**src/rtl/fifo_pkg.sv**
```systemverilog
// Shared definitions for the FIFO controller: FSM state encoding and
// the depth derivation used by every block that sizes against ADDR_WIDTH.
package fifo_pkg;

   typedef enum logic [1:0] {
      ST_INIT   = 2'd0,
      ST_IDLE   = 2'd1,
      ST_ACTIVE = 2'd2,
      ST_ERROR  = 2'd3
   } fifo_state_t;

   function automatic int depth_of(input int addr_width);
      return 1 << addr_width;
   endfunction

   localparam int DEFAULT_ADDR_WIDTH = 3;
   localparam int DEFAULT_DEPTH      = depth_of(DEFAULT_ADDR_WIDTH);

endpackage

```
**src/rtl/fifo_ptr_counter.sv**
```systemverilog
// Wrap-around address counter with enable; wraps naturally at 2^WIDTH.
module fifo_ptr_counter #(
   parameter int WIDTH = 3
) (
   input  logic             clk,
   input  logic             reset_L,
   input  logic             enable,
   output logic [WIDTH-1:0] count
);

   logic [WIDTH-1:0] count_reg;

   always_ff @(posedge clk) begin
      if (!reset_L) begin
         count_reg <= '0;
      end else if (enable) begin
         count_reg <= count_reg + 1'b1;
      end
   end

   assign count = count_reg;

endmodule

```
**src/rtl/fifo_control.sv**
```systemverilog
// FIFO controller: pointers, occupancy count, flags and sticky error flags
// for an external memory; no data passes through this block.
module fifo_control
   import fifo_pkg::*;
#(
   parameter int DATA_WIDTH   = 8,
   parameter int ADDR_WIDTH   = 3,
   parameter int ALMOST_FULL  = 6,
   parameter int ALMOST_EMPTY = 2
) (
   input  logic                  clk,
   input  logic                  reset_L,
   input  logic                  push,
   input  logic                  pop,
   output logic [ADDR_WIDTH-1:0] wr_ptr,
   output logic [ADDR_WIDTH-1:0] rd_ptr,
   output logic                  write_enable,
   output logic                  read_enable,
   output logic                  full,
   output logic                  empty,
   output logic                  almost_full,
   output logic                  almost_empty,
   output logic [ADDR_WIDTH:0]   fifo_count,
   output logic                  data_valid,
   output logic                  overflow_err,
   output logic                  underflow_err
);

   localparam int DEPTH = depth_of(ADDR_WIDTH);
   localparam int CW    = ADDR_WIDTH + 1;

   if (DATA_WIDTH < 1 || ALMOST_FULL > DEPTH || ALMOST_EMPTY > DEPTH) begin : g_param_check
      $error("fifo_control: inconsistent parameters");
   end

   fifo_state_t     state_reg;
   logic [CW-1:0]   count_reg;
   logic [CW-1:0]   count_next;
   logic            data_valid_reg;
   logic            overflow_reg;
   logic            underflow_reg;
   logic            live;
   logic            push_ok;
   logic            pop_ok;
   logic            push_rej;
   logic            pop_rej;
   logic [1:0]      ptr_en;
   logic [ADDR_WIDTH-1:0] ptr_val [2];

   // Requests only count once reset is released and the INIT cycle has passed.
   assign live     = reset_L && (state_reg != ST_INIT);
   assign full     = (count_reg == CW'(DEPTH));
   assign empty    = (count_reg == '0);
   assign almost_full  = (count_reg >= CW'(ALMOST_FULL));
   assign almost_empty = (count_reg <= CW'(ALMOST_EMPTY));

   assign push_ok  = live && push && !full;
   assign pop_ok   = live && pop && !empty;
   assign push_rej = live && push && full;
   assign pop_rej  = live && pop && empty;

   always_comb begin
      count_next = count_reg;
      if (push_ok && !pop_ok) begin
         count_next = count_reg + 1'b1;
      end else if (!push_ok && pop_ok) begin
         count_next = count_reg - 1'b1;
      end
   end

   always_ff @(posedge clk) begin
      if (!reset_L) begin
         state_reg      <= ST_INIT;
         count_reg      <= '0;
         data_valid_reg <= 1'b0;
         overflow_reg   <= 1'b0;
         underflow_reg  <= 1'b0;
      end else begin
         count_reg      <= count_next;
         data_valid_reg <= pop_ok;
         if (push_rej) overflow_reg  <= 1'b1;
         if (pop_rej)  underflow_reg <= 1'b1;
         case (state_reg)
            ST_INIT:  state_reg <= ST_IDLE;
            ST_ERROR: state_reg <= ST_ERROR;
            default: begin
               if (push_rej || pop_rej)  state_reg <= ST_ERROR;
               else if (count_next != '0) state_reg <= ST_ACTIVE;
               else                       state_reg <= ST_IDLE;
            end
         endcase
      end
   end

   // Index 0 drives the write pointer, index 1 the read pointer.
   assign ptr_en = {pop_ok, push_ok};

   for (genvar gi = 0; gi < 2; gi++) begin : g_ptr
      fifo_ptr_counter #(.WIDTH(ADDR_WIDTH)) u_ptr (
         .clk     (clk),
         .reset_L (reset_L),
         .enable  (ptr_en[gi]),
         .count   (ptr_val[gi])
      );
   end

   assign wr_ptr        = ptr_val[0];
   assign rd_ptr        = ptr_val[1];
   assign write_enable  = push_ok;
   assign read_enable   = pop_ok;
   assign fifo_count    = count_reg;
   assign data_valid    = data_valid_reg;
   assign overflow_err  = overflow_reg;
   assign underflow_err = underflow_reg;

endmodule

```
**config.mk**
```make
export PLATFORM = sky130hd
export DESIGN_NAME = fifo_control
export DESIGN_NICKNAME = d
export VERILOG_FILES = /design/src/rtl/fifo_pkg.sv /design/src/rtl/fifo_ptr_counter.sv /design/src/rtl/fifo_control.sv
export SDC_FILE = /design/constraint.sdc
export NUM_CORES = 1
export LEC_CHECK = 0
export CAP_MARGIN = 20
export CORE_MARGIN = 2
export CORE_UTILIZATION = 35
export CTS_CLUSTER_SIZE = 16
export DETAILED_ROUTE_END_ITERATION = 8
export GPL_TIMING_DRIVEN = 0
export PLACE_DENSITY = 0.57
export SYNTH_ARGS = -nofsm -noshare
export SYNTH_HDL_FRONTEND = slang
export SYNTH_SLANG_ARGS = --single-unit
```
**constraint.sdc**
```tcl
create_clock -name clk -period 3.4 [get_ports clk]
set_clock_uncertainty 0.05 [all_clocks]
set_input_delay 0.51 -clock clk [delete_from_list [all_inputs] [get_ports clk]]
set_output_delay 0.51 -clock clk [all_outputs]
set_load 0.01 [all_outputs]
```
==> out/qor.txt <==
hpwl dp = 1480 µm
total number of vias = 765
Max-cap violations = 0
worst skew pair latency = 0.28 ns
R2R cell count = 7
Cell variety after synth = 39
top cells by count, synth = dfxtp_1 (15), inv_1 (12), nor2_1 (10), nand2_1 (9), ha_1 (7)
critical path class = reg -> out
RR Endpoint = state_reg[1]
Critical Path Max Stage Delay = 0.56 ns
layout cells sized above 1 = 10.5%
Main synth FF type = dfxtp_1
Hold Crit Endpoint = underflow_err
Antenna diodes = 0
launching point of the worst reg2reg path = fifo_count[0]
R2R setup slack = 0.95 ns
post-CTS setup buffer count = 0
TNS Setup = 0 ns
CP bufs+invs = 3
IO buf count = 22
max FFs per register = 6
Least-Margin Pin Slew = 0.515 ns
clock-pin slew on the worst setup and hold paths = 0.10 ns
Worst Min Path Start = underflow_err
WHS Path Cells = 2
post-synthesis sequential area ratio = 33.8%
period utilisation layout = 89.7%
pre-CTS WS = 0.542 ns
initial core utilization = 36.6%
1st-pass router iterations = 4
cell depth of the worst setup path = 6
Post-synth EDFFs = 0
hold_buf cts = 0
CTS buffer count = 3
TritonCTS clock tree = built
Worst EP required = 2.84 ns
CTS Buffer Depth = 2
Ys Warns = 0
Chip Width = 54.4 µm
Fmax = 328 MHz
Data arrival, critical path = 2.49 ns
slowest stage cell, crit path = clkdlybuf4s50_1
die area = 2960 µm²
Area growth syn-to-layout = 31.9%
Synth area leader = dfxtp_1
Antenna Nets Post-Route = 0
CP delay by family, top = buffers and inverters
# IOs = 23
Leakage Power = 0.522 nW
Slew Viols, Final = 0
row count = 18
Mean Syn Cell Area = 9.08 µm²
ranking of synthesized cells by area = dfxtp_1 (34%), ha_1 (9.8%), inv_1 (5.1%), nor2_1 (4.2%), xor2_1 (3.9%)
core area = 2430 µm²
number of synthesized register bits = 15
Hold Crit Class = reg -> reg
Rel. slew slack = 65.7%
post-synth net total = 109
largest net degree at the start of global routing = 11
grt total ovfl = 0
post-CTS sizing = 0
first-pass GRT wire length = 3170 µm
maximum vdd drop = 0.385 mV
startpoint types = register
wire length per cell = 12.2 µm
Syn Std Cell Area = 890 µm²
Die H = 54.4 µm
most used cell along the critical path = inv_1
Hold Vio Cnt, Final = 0
DRC viols = 0
WL final = 1870 µm
CTS HTree Levels = 1
vias per inst = 4.97
Final Net Count = 136
Worst Setup End Kind = output port
CTS Sinks = 15
ys async rst share = 0%
vias in the first global route = 715
Root Buffer = clkbuf_4
Syn Inst Count = 98
Synth top area share = 33.8%
CP Cell Sequence = inv_1 > ha_1 > nor3b_4 > or2_2 > inv_1 > clkdlybuf4s50_1
total track usage = 15.0%
GPL Wtd Cong = 0.762
setup violators final = 0
status = finished, final reports clean
Crit Path Max Fanout = 8
Power Density = 653 nW/µm²
RSZ-0062 raised after global routing = false
Final WS setup = 0.351 ns
Initial DRC Count = 10
cell with the most instances after synthesis = dfxtp_1
initial antenna violation count = 0
Final Critical Period = 3.05 ns
## power by group
| part | internal, W | switching, W |
|---|---|---|
| Combinational | 0.000213 | 0.000206 |
| Sequential | 0.000211 | 0.0000338 |
| Clock | 0.0000454 | 0.0000573 |
## cell type report
| cell class | count | area (µm²) |
|---|---|---|
| buffer | 4 | 27.5 |
| clock buffer | 4 | 26.3 |
| fill | 242 | 1260 |
| inverter | 12 | 45.0 |
| multi-input combinational | 67 | 517 |
| sequential | 15 | 300 |
| tap | 30 | 37.5 |
| timing repair buffer | 22 | 220 |
## metal layers
layer,wire [µm],global-route usage [%],vias to the layer above
met1,888,19.7,352
met5,0,0,-
met3,96,3.55,4
li1,-,-,390
met4,34,7.50,0
met2,854,22.9,19
## metrics by stage
step,utilization (%),total power (W),cells,cell area (µm²),hold slack (ns)
6_report,48.3,0.000766,154,1170,0.425
5_1_grt,48.3,0.000839,154,1170,0.480
4_1_cts,48.3,0.000777,154,1170,0.435
3_5_place_dp,47.2,0.000670,150,1150,0.411
3_3_place_gp,47.2,0.000662,150,1150,0.398
2_1_floorplan,-,0.000526,98,890,0.446
## cell usage in the layout, fill, tap and decap left out, drive strengths merged, types with 3 or more instances in the layout
cell type | Yosys | layout
and3 | 3 | 3
ha | 7 | 7
nand2 | 9 | 9
dfxtp | 15 | 15
inv | 12 | 12
xor2 | 4 | 4
clkbuf | 1 | 5
nor2 | 10 | 10
buf | 3 | 3
clkdlybuf4s50 | 0 | 22
## worst max path at each step
stage / startpoint / end / slack (ns)
final: fifo_count[0] / read_enable / 0.35
after global routing: fifo_count[0] / read_enable / 0.17
after CTS: fifo_count[0] / read_enable / 0.35
after detailed placement: reset_L / read_enable / 0.54
after global placement: reset_L / read_enable / 0.55
after floorplan: fifo_count[0] / state_reg[1] / 1.15
## cell families after synthesis
group	after synthesis	synth area share, %
AOI/OAI and AO/OA	17	17.3
xor gates and xnor gates	6	5.91
adders and majority gates	7	9.84
buffers and inverters	16	8.16
DFF	15	33.8
muxes	2	2.25
and+or+nand+nor	35	22.8
## worst min-delay path: cells and delay by family, from the launching register on
family             cells  cell delay [ns]
and+or+nand+nor        1             0.07
AOI/OAI and AO/OA      1             0.04
DFF                    1             0.34
No activity file was read; power rests on OpenSTA's default activity.
